$ cat config.mk
export PLATFORM = sky130hd
export DESIGN_NAME = interfpga_frame_scheduler_flat
export DESIGN_NICKNAME = d
export VERILOG_FILES = /design/src/rtl/interfpga_frame_scheduler_pkg.sv /design/src/rtl/interfpga_frame_scheduler_if.sv /design/src/rtl/crc8_byte_update.sv /design/src/rtl/interfpga_frame_scheduler.sv /design/src/flat_wrapper.sv
export SDC_FILE = /design/constraint.sdc
export NUM_CORES = 1
export LEC_CHECK = 0
export ABC_AREA = 1
export CORE_MARGIN = 8
export CORE_UTILIZATION = 35
export DETAILED_ROUTE_END_ITERATION = 8
export PLACE_DENSITY = 0.48
export SYNTH_ARGS = -nofsm -noshare
export SYNTH_HDL_FRONTEND = slang
export SYNTH_SLANG_ARGS = --single-unit
export TNS_END_PERCENT = 30
$ cat constraint.sdc
create_clock -name clk -period 5.9 [get_ports clk]
set_input_delay 1.475 -clock clk [delete_from_list [all_inputs] [get_ports clk]]
set_output_delay 1.475 -clock clk [all_outputs]
set_load 0.01 [all_outputs]
$ cat src/rtl/interfpga_frame_scheduler_pkg.sv
// Shared types and constants for the inter-FPGA frame scheduler.
// Frames are [LEN][payload x LEN][CRC8], with CRC-8 poly 0x07, MSB-first and zero init.
package interfpga_frame_scheduler_pkg;

  typedef enum logic [2:0] {
    StIdle,
    StSend,
    StAck,
    StDone,
    StDrain
  } state_e;

  localparam logic [7:0] CRC8_POLY = 8'h07;
  localparam logic [7:0] CRC8_INIT = 8'h00;

endpackage

$ cat src/rtl/interfpga_frame_scheduler_if.sv
// Byte-in / byte-out handshake bundle between the UART side, the scheduler and interfpga_send.
// The master is the environment that drives the UART strobes and models the link busy flag.
interface interfpga_frame_scheduler_if;
   logic       i_valid;
   logic [7:0] i_data;
   logic       i_flush;
   logic       i_busy;
   logic       o_send;
   logic [7:0] o_data;

   modport master (
      output i_valid, i_data, i_flush, i_busy,
      input  o_send, o_data
   );

   modport slave (
      input  i_valid, i_data, i_flush, i_busy,
      output o_send, o_data
   );
endinterface

$ cat src/rtl/crc8_byte_update.sv
// Combinational CRC-8 step: folds one byte into a running CRC, MSB-first, no reflection.
module crc8_byte_update
   import interfpga_frame_scheduler_pkg::*;
(
   input  logic [7:0] crc_in,
   input  logic [7:0] data_byte,
   output logic [7:0] crc_out
);

   always_comb begin
      crc_out = crc_in ^ data_byte;
      for (int i = 0; i < 8; i++) begin
         crc_out = crc_out[7] ? ({crc_out[6:0], 1'b0} ^ CRC8_POLY) : {crc_out[6:0], 1'b0};
      end
   end

endmodule

$ cat src/rtl/interfpga_frame_scheduler.sv
// Buffers UART bytes in a FIFO and sends them to interfpga_send as [LEN][payload][CRC8] frames,
// one byte per send/busy handshake, aborting a frame if the link never acknowledges.
module interfpga_frame_scheduler
   import interfpga_frame_scheduler_pkg::*;
#(
   parameter int unsigned DEPTH       = 16,
   parameter int unsigned ADDR_W      = 4,
   parameter int unsigned MAX_LEN     = 16,
   parameter int unsigned ACK_TIMEOUT = 1023
) (
   input  logic                         clk,
   input  logic                         reset,
   interfpga_frame_scheduler_if.slave   link,
   output logic                         o_full,
   output logic                         o_frame_busy,
   output logic                         o_overflow,
   output logic                         o_timeout,
   output logic [7:0]                   o_frame_count,
   output logic [7:0]                   o_crc8
);

   localparam int unsigned TimerW = $clog2(ACK_TIMEOUT + 1);
   localparam logic [ADDR_W:0]   DepthC   = (ADDR_W + 1)'(DEPTH);
   localparam logic [ADDR_W:0]   MaxLenC  = (ADDR_W + 1)'(MAX_LEN);
   localparam logic [ADDR_W:0]   CntOne   = (ADDR_W + 1)'(1);
   localparam logic [ADDR_W-1:0] PtrOne   = ADDR_W'(1);
   localparam logic [TimerW-1:0] TimeoutC = TimerW'(ACK_TIMEOUT);
   localparam logic [TimerW-1:0] TimerOne = TimerW'(1);

   logic [7:0]        mem_q [DEPTH];
   logic [ADDR_W-1:0] wr_ptr_q, rd_ptr_q;
   logic [ADDR_W:0]   count_q;
   logic              wr_en, pop;
   logic [7:0]        head;

   state_e            state_q, state_d;
   logic [ADDR_W:0]   remaining_q, remaining_d;
   logic              crc_sent_q, crc_sent_d;
   logic [7:0]        crc_q, crc_d;
   logic [7:0]        data_q, data_d;
   logic [7:0]        crc8_q, crc8_d;
   logic [7:0]        frame_count_q, frame_count_d;
   logic [TimerW-1:0] timer_q, timer_d;
   logic              overflow_q, overflow_d;
   logic              timeout_q, timeout_d;

   logic [7:0]        crc_src, crc_byte, crc_next;

   assign o_full = (count_q == DepthC);
   assign wr_en  = link.i_valid && !o_full;
   assign head   = mem_q[rd_ptr_q];

   // In IDLE the unit seeds the frame CRC with LEN; otherwise it folds in the FIFO head.
   assign crc_src  = (state_q == StIdle) ? CRC8_INIT : crc_q;
   assign crc_byte = (state_q == StIdle) ? 8'(count_q) : head;

   crc8_byte_update u_crc (
      .crc_in    (crc_src),
      .data_byte (crc_byte),
      .crc_out   (crc_next)
   );

   always_ff @(posedge clk) begin
      if (wr_en) mem_q[wr_ptr_q] <= link.i_data;
   end

   always_ff @(posedge clk or posedge reset) begin
      if (reset) begin
         wr_ptr_q <= '0;
         rd_ptr_q <= '0;
         count_q  <= '0;
      end else begin
         if (wr_en) wr_ptr_q <= wr_ptr_q + PtrOne;
         if (pop)   rd_ptr_q <= rd_ptr_q + PtrOne;
         case ({wr_en, pop})
            2'b10:   count_q <= count_q + CntOne;
            2'b01:   count_q <= count_q - CntOne;
            default: count_q <= count_q;
         endcase
      end
   end

   always_comb begin
      state_d       = state_q;
      remaining_d   = remaining_q;
      crc_sent_d    = crc_sent_q;
      crc_d         = crc_q;
      data_d        = data_q;
      crc8_d        = crc8_q;
      frame_count_d = frame_count_q;
      timer_d       = timer_q;
      overflow_d    = overflow_q || (link.i_valid && o_full);
      timeout_d     = timeout_q;
      pop           = 1'b0;

      case (state_q)
         StIdle: begin
            // LEN is latched here, so later writes fall into the next frame.
            if ((link.i_flush && count_q != '0) || count_q >= MaxLenC) begin
               remaining_d = count_q;
               data_d      = 8'(count_q);
               crc_d       = crc_next;
               crc_sent_d  = 1'b0;
               state_d     = StSend;
            end
         end
         StSend: begin
            timer_d = '0;
            state_d = StAck;
         end
         StAck: begin
            if (link.i_busy) begin
               state_d = StDone;
            end else if (timer_q == TimeoutC) begin
               timeout_d = 1'b1;
               state_d   = StDrain;
            end else begin
               timer_d = timer_q + TimerOne;
            end
         end
         StDone: begin
            if (!link.i_busy) begin
               if (remaining_q != '0) begin
                  data_d      = head;
                  pop         = 1'b1;
                  crc_d       = crc_next;
                  remaining_d = remaining_q - CntOne;
                  state_d     = StSend;
               end else if (!crc_sent_q) begin
                  data_d     = crc_q;
                  crc_sent_d = 1'b1;
                  state_d    = StSend;
               end else begin
                  crc8_d        = crc_q;
                  frame_count_d = frame_count_q + 8'd1;
                  state_d       = StIdle;
               end
            end
         end
         StDrain: begin
            if (remaining_q != '0) begin
               pop         = 1'b1;
               remaining_d = remaining_q - CntOne;
            end
            if (remaining_q <= CntOne) state_d = StIdle;
         end
         default: state_d = StIdle;
      endcase
   end

   always_ff @(posedge clk or posedge reset) begin
      if (reset) begin
         state_q       <= StIdle;
         remaining_q   <= '0;
         crc_sent_q    <= 1'b0;
         crc_q         <= CRC8_INIT;
         data_q        <= '0;
         crc8_q        <= '0;
         frame_count_q <= '0;
         timer_q       <= '0;
         overflow_q    <= 1'b0;
         timeout_q     <= 1'b0;
      end else begin
         state_q       <= state_d;
         remaining_q   <= remaining_d;
         crc_sent_q    <= crc_sent_d;
         crc_q         <= crc_d;
         data_q        <= data_d;
         crc8_q        <= crc8_d;
         frame_count_q <= frame_count_d;
         timer_q       <= timer_d;
         overflow_q    <= overflow_d;
         timeout_q     <= timeout_d;
      end
   end

   assign link.o_send   = (state_q == StSend);
   assign link.o_data   = data_q;
   assign o_frame_busy  = (state_q != StIdle);
   assign o_overflow    = overflow_q;
   assign o_timeout     = timeout_q;
   assign o_frame_count = frame_count_q;
   assign o_crc8        = crc8_q;

endmodule

$ cat src/flat_wrapper.sv
// flat-port wrapper written by rule: the top's interface ports become plain ports
module interfpga_frame_scheduler_flat import interfpga_frame_scheduler_pkg::*;
#(
   parameter int unsigned DEPTH       = 16,
   parameter int unsigned ADDR_W      = 4,
   parameter int unsigned MAX_LEN     = 16,
   parameter int unsigned ACK_TIMEOUT = 1023
)
  (clk, reset, o_full, o_frame_busy, o_overflow, o_timeout, o_frame_count, o_crc8, link_i_valid, link_i_data, link_i_flush, link_i_busy, link_o_send, link_o_data);
  interfpga_frame_scheduler_if link_i ();
  input  logic clk;
  input  logic reset;
  output logic o_full;
  output logic o_frame_busy;
  output logic o_overflow;
  output logic o_timeout;
  output logic [7:0] o_frame_count;
  output logic [7:0] o_crc8;
  input wire logic [$bits(link_i.i_valid)-1:0] link_i_valid;
  input wire logic [$bits(link_i.i_data)-1:0] link_i_data;
  input wire logic [$bits(link_i.i_flush)-1:0] link_i_flush;
  input wire logic [$bits(link_i.i_busy)-1:0] link_i_busy;
  output wire logic [$bits(link_i.o_send)-1:0] link_o_send;
  output wire logic [$bits(link_i.o_data)-1:0] link_o_data;
  assign link_i.i_valid = link_i_valid;
  assign link_i.i_data = link_i_data;
  assign link_i.i_flush = link_i_flush;
  assign link_i.i_busy = link_i_busy;
  assign link_o_send = link_i.o_send;
  assign link_o_data = link_i.o_data;
  interfpga_frame_scheduler #(.DEPTH(DEPTH), .ADDR_W(ADDR_W), .MAX_LEN(MAX_LEN), .ACK_TIMEOUT(ACK_TIMEOUT)) u_core (.clk(clk), .reset(reset), .link(link_i), .o_full(o_full), .o_frame_busy(o_frame_busy), .o_overflow(o_overflow), .o_timeout(o_timeout), .o_frame_count(o_frame_count), .o_crc8(o_crc8));
endmodule
======== Word-level counts from Yosys, hierarchy flattened ========
Memories as Yosys holds them, arrays and structs flattened.
Cells that the tools add are included.
word-level totals
  flip-flop bits (word level) ............. 66
  bits in writable memories ............... 128
  output and inout port bits .............. 29
  logic and storage cells ................. 117
  memories kept ........................... 1
memories
  name          words  bits a word  read ports  clocked after Yosys merged registers in  wr ports  RTL line                         text
  u_core.mem_q  16     8            1           0                                        1         interfpga_frame_scheduler.sv:30  logic [7:0] mem_q [DEPTH];
operators by class
  add/subtract/negate cells ............... 7
  $lt $le $gt $ge ......................... 2
  equality and inequality tests ........... 17
  muxes and demuxes ....................... 44
  bitwise operators ....................... 11
  reductions and logical operators ........ 22
operator list
  operator                                                            number
  8-bit two-way mux                                                   9
  3-bit two-way mux                                                   14
  8-bit case mux with 2 select lines                                  2
  3-bit NOT                                                           8
  10-bit two-way mux                                                  2
  10-bit case mux with 2 select lines                                 1
  4-bit AND reduction                                                 5
  5-bit two-way mux                                                   3
  3-bit case mux with 5 select lines                                  1
  5-bit case mux with 3 select lines                                  1
  10-bit by 1-bit adder with 10-bit output, second input constant     1
  10-bit == test, second input constant                               1
  2-bit inequality test, second input constant                        5
  5-bit case mux with 2 select lines                                  1
  5-bit nonzero test                                                  2
  5-bit by 1-bit subtractor with 5-bit output, second input constant  2
  3-bit AND reduction                                                 3
  4-bit by 1-bit adder with 4-bit output, second input constant       2
  8-bit by 1-bit adder with 8-bit output, second input constant       1
  1-bit two-way mux                                                   8
  8-bit bitwise XOR                                                   1
  3-bit by 2-bit == test with 1-bit output, second input constant     2
  2-bit nonzero test                                                  3
  3-bit nonzero test                                                  2
  17 further kinds                                                    23

======== Depth between registers and ports, before layout ========
  word-level depth ........................ 22
  gate-level depth with buffers ........... 19
  gate-level depth less buffers ........... 18

======== Modules after synthesis ========
A second synthesis with hierarchy kept.
unflattened totals
  cell total of the unflattened synthesis .. 1,056
  area total of the unflattened synthesis .. 9,427.8 um2
by module, submodules not included
  module                     instances  cells an instance  area an instance (um2)  seq. area each (um2)
  interfpga_frame_scheduler  1          975                9,064.9                 5,495.3
  crc8_byte_update           1          81                 362.8                   0.0

======== Worst setup path before layout ========
OpenSTA, ideal clock, no wires.
  path type ............................... input to register
  from .................................... input link_i_busy
  to ...................................... register u_core.count_q[4]
  data arrival time ....................... 3.135 ns
  path slack .............................. 2.637 ns
  stages .................................. 10
  buffers on the path ..................... 0
  path through ............................ inv_1 > nand2_1 > a21oi_1 > ha_1 > ha_1 > a21oi_1 > nor2_1 > o31ai_1 > a21oi_1 > xor2_1
on the way
  word-level cells in the longest chain between the ends .. 4
  elaborated cells on any way between the ends .. 6
  those cells by class .................... eq/ne: 2; mux: 3; reduce/logical: 1
ends and longest elaborated chain
  what                                                                              RTL line                          text
  from (decl)                                                                       flat_wrapper.sv:22                input wire logic [$bits(link_i.i_busy)-1:0] link_i_busy;
  1-bit two-way mux *                                                               interfpga_frame_scheduler.sv:122  if (!link.i_busy) begin
  1-bit case mux with 2 select lines *                                              interfpga_frame_scheduler.sv:96   case (state_q)
  via u_core.pop                                                                    interfpga_frame_scheduler.sv:33   logic wr_en, pop;
  2-bit by 1-bit == test with 1-bit output / 2-bit == test (equally long branches)  interfpga_frame_scheduler.sv:75   case ({wr_en, pop})
  5-bit case mux with 2 select lines / 2-bit nonzero test (equally long branches)   --
  to (signal assigned)                                                              interfpga_frame_scheduler.sv:76   2'b10: count_q <= count_q + CntOne;
  to (signal assigned)                                                              interfpga_frame_scheduler.sv:77   2'b01: count_q <= count_q - CntOne;
  to (signal assigned)                                                              interfpga_frame_scheduler.sv:78   default: count_q <= count_q;
  to (decl)                                                                         interfpga_frame_scheduler.sv:32   logic [ADDR_W:0] count_q;
The timed path passes the listed nets; every way through them passes the cells marked *.
A chain may end at the register's enable or synchronous reset.

======== Worst setup path in the final report ========
  from .................................... register u_core.state_q[1]
  to ...................................... output o_frame_busy
on the way
  word-level cells in the longest chain between the ends .. 1
ends and longest elaborated chain
  what                    RTL line                          text
  from (decl)             interfpga_frame_scheduler.sv:36   state_e state_q, state_d;
  from (signal assigned)  interfpga_frame_scheduler.sv:153  state_q <= StIdle;
  from (signal assigned)  interfpga_frame_scheduler.sv:164  state_q <= state_d;
  3-bit nonzero test      interfpga_frame_scheduler.sv:179  assign o_frame_busy = (state_q != StIdle);
  to (decl)               flat_wrapper.sv:14                output logic o_frame_busy;
No other way between the ends.

==> impl_metrics.py <==
metrics = {
    "setup_path": {
        "r2r_setup_slack_ns": 2.63,
        "cp_max_fo": 19,
        "setup.worst_path.start": "u_core.state_q[1]$_DFFE_PP0P_",
        "rr_endpoint": "u_core.crc_q[2]$_DFFE_PP0P_",
        "crit_slowest_cell": "nor2_1",
        "worstPathArrival_ns": 2.69,
        "worstSetupEndpointType": "primary output",
        "cpPeakStageDelay_ns": 0.63,
        "cp_common_cell": "nor2_1",
        "cp-start-kind": "flop",
        "rr_startpoint": "u_core.state_q[1]$_DFFE_PP0P_",
        "reg2reg_depth": 12,
        "cp.required_ns": 4.43,
        "path_cells": "nor2_1 -> inv_1 -> nor2_1 -> inv_2 -> clkdlybuf4s50_1",
        "path_class": "flop to primary output",
        "crit_end": "o_frame_busy",
    },
    "sta": {
        "relSlewSlack": 0.376,
        "final.period_utilization": 0.705,
        "worst_pin_slew_ns": 0.933,
        "hold_violations": 0,
        "max_freq_ghz": 0.240,
        "clock_skew_ns": 0.0185,
        "setup_viol": 0,
        "finalMaxSlewViolations": 0,
        "rsz0062_at_grt": "false",
        "finalCriticalPeriod_ns": 4.16,
        "hold_slack_ns": 0.471,
        "tns_ns": 0,
    },
    "floorplanning": {
        "rows": 58,
        "start_util": 0.358,
        "ios": 42,
        "die_y_um": 177,
        "fp.dieW_um": 177,
        "core-area_sq_um": 25300,
        "fp.dieArea_sq_um": 31200,
    },
    "layout": {
        "fin_nets": 992,
        "design_area_sq_um": 10400,
        "fin_cells": 1307,
        "multi_input_area_sq_um": 3020,
        "ff_latch_area_sq_um": 5500,
        "syn_to_final_growth_pct": 14.7,
        "nFillCells": 2457,
        "final_common_cell": "nand2_1",
        "final_cell_mix": "nand2_1 (237), edfxtp_1 (128), nor2_1 (96)",
        "diodes": 0,
        "layout-drive-gt1-share": 0.0594,
        "utilization": 0.410,
    },
    "global_route": {
        "grt_pass1_wl_um": 35000,
        "grt-ovfl-total": 0,
        "grt_usage": 0.145,
        "grt_max_degree": 55,
        "grt_antenna_before_repair": 0,
        "first_global_vias": 6192,
    },
    "clock_network": {
        "clock_latency_ns": 0.44,
        "clk_pin_slew_worst_paths_ns": 0.08,
        "clk_path_buf_depth": 2,
        "cts_root_buffer": "clkbuf_16",
        "cts_resized": 0,
        "holdBufCountCts": 0,
        "htree_levels": 4,
        "clkSinkCount": 194,
        "cts_tree": "done",
        "cts_setup_buffers": 0,
        "cts_buffers": 17,
    },
    "run_status": {
        "status": "complete, no violations",
    },
    "yosys": {
        "ys_seq_elements": 194,
        "avgSynthCellArea_sq_um": 9.74,
        "synth_cell_types": 42,
        "netlist_area_sq_um": 9030,
        "synth_nets": 955,
        "ys_seq_area_frac": 0.608,
        "ys.warnings.count": 0,
        "yosysTopAreaCell": "edfxtp_1",
        "syn_inst": 927,
        "yosys-top-cells-area": "edfxtp_1 (43%), dfrtp_1 (18%), nand2_1 (9.9%), nand3_1 (4.8%), nor2_1 (4.0%)",
        "synth_top_area_share": 0.426,
    },
    "placed_design": {
        "placedCellCount": 1275,
        "dp_hpwl_um": 14400,
        "gp_congestion": 0.763,
        "io_buffer_count": 41,
        "placed_area_sq_um": 9760,
    },
    "run": {
        "maxCapViolCount": 0,
    },
    "drt": {
        "postRouteAntennaNets": 0,
        "first_iter_violations": 408,
        "routed_via_density": 4.86,
        "routed_wl_um": 21800,
        "vias": 6350,
        "drt-pass1-iter-count": 7,
        "avgRoutedWirePerCell_um": 16.7,
        "drc": 0,
    },
    "hold_path": {
        "min-delay-path-class": "flop to flop",
    },
    "power_and_ir_drop": {
        "pwr_density_cell_nw_per_um2": 519,
        "power_leakage_uw": 0.00432,
        "vdd_drop_max_mv": 0.196,
    },
}
-- stage by stage --
step,total power (uW),setup WS [ns]
2_1_floorplan,3550,2.64
3_3_place_gp,4250,1.76
3_5_place_dp,4250,1.71
4_1_cts,5440,1.71
5_1_grt,5850,1.60
6_report,5370,1.74
-- metal layers --
layer,wire (um),global-route usage,up-vias
met1,10200,0.189,3019
met4,362,0.0441,0
met5,0,0,-
li1,-,-,3188
met2,10400,0.240,118
met3,879,0.0269,25
-- registers in the layout, indices dropped and copies added, names as in the netlist --
| register | count |
|---|---|
| u_core.mem_q | 128 |
| u_core.o_frame_count | 8 |
| u_core.o_crc8 | 8 |
| u_core.rd_ptr_q | 4 |
| u_core.timer_q | 10 |
| u_core.link.o_data | 8 |
| u_core.remaining_q | 5 |
| u_core.o_timeout | 1 |
| u_core.wr_ptr_q | 4 |
| u_core.count_q | 5 |
| u_core.crc_q | 8 |
| u_core.state_q | 3 |
| u_core.o_overflow | 1 |
| u_core.crc_sent_q | 1 |
-- worst max-delay path, delay by kind of cell (launching register included) --
family	cells	cell delay, ns
buffers and inverters	3	1.00
flip-flops	1	0.41
AND/OR/NAND/NOR	2	0.83
-- Yosys cell counts --
cell       number
o21ai_1         2
nor2_8          3
a31oi_1         1
a21oi_1        23
o21a_1          1
o22ai_1         4
o22a_1          1
nor2_2          2
nand3b_1        2
o21bai_1        2
nor4_1          1
buf_1           1
clkbuf_1       11
nand3_1        87
nand4_1         5
inv_2           6
nor3_2          1
nor3b_1         1
edfxtp_1      128
nand3_4         1
nor2_4          1
ha_1           14
nor3_4          1
o21ai_0        60
inv_1          88
xor2_1         15
inv_4           3
o221a_2         1
buf_4           4
fa_1            1
a31o_2          1
o211ai_1       21
nand2_1       237
nor3_1          6
o31ai_1         1
buf_2          13
o221ai_1        1
dfrtp_1        66
xnor2_1         4
nor2_1         96
clkinv_1        2
a2bb2oi_1       8
-- area by class of cell --
cell class	count	area share
sequential	194	0.531
multi-input combinational	605	0.291
timing repair buffer	47	0.0440
clock buffer	19	0.0418
tap	330	0.0399
inverter	99	0.0366
clock inverter	13	0.0161
-- power by group --
group	switching (uW)	internal [uW]	leakage, uW
sequential	180	1700	0.00196
clock	571	608	0.000288
combinational	1550	757	0.00207
total	2300	3070	0.00432
-- worst min-delay path by stage --
stage	endpoint	startpoint	slack [ns]	cells after the start
floorplan	u_core.crc_q[0]$_DFFE_PP0P_	u_core.crc_q[0]$_DFFE_PP0P_	0.46	1
global placement	u_core.o_frame_count[7]$_DFFE_PP0P_	u_core.o_frame_count[7]$_DFFE_PP0P_	0.46	1
detailed placement	u_core.o_overflow$_DFF_PP0_	u_core.o_overflow$_DFF_PP0_	0.47	1
CTS	u_core.o_frame_count[7]$_DFFE_PP0P_	u_core.o_frame_count[7]$_DFFE_PP0P_	0.48	1
global route	u_core.o_crc8[4]$_DFFE_PP0P_	u_core.o_crc8[4]$_DFFE_PP0P_	0.51	2
finish	u_core.o_frame_count[7]$_DFFE_PP0P_	u_core.o_frame_count[7]$_DFFE_PP0P_	0.47	1
-- cell families (layout without fill, tap and decap cells) --
| group | count (synthesis) | count (layout) | share of synthesized area |
|---|---|---|---|
| flops | 194 | 194 | 0.608 |
| xor+xnor | 19 | 19 | 0.0184 |
| buf+inv | 128 | 178 | 0.0575 |
| compound gates | 127 | 127 | 0.0833 |
| simple gates | 444 | 444 | 0.211 |
| fa+ha+maj | 15 | 15 | 0.0216 |
Note: power is estimated with default switching activity, not from simulation.
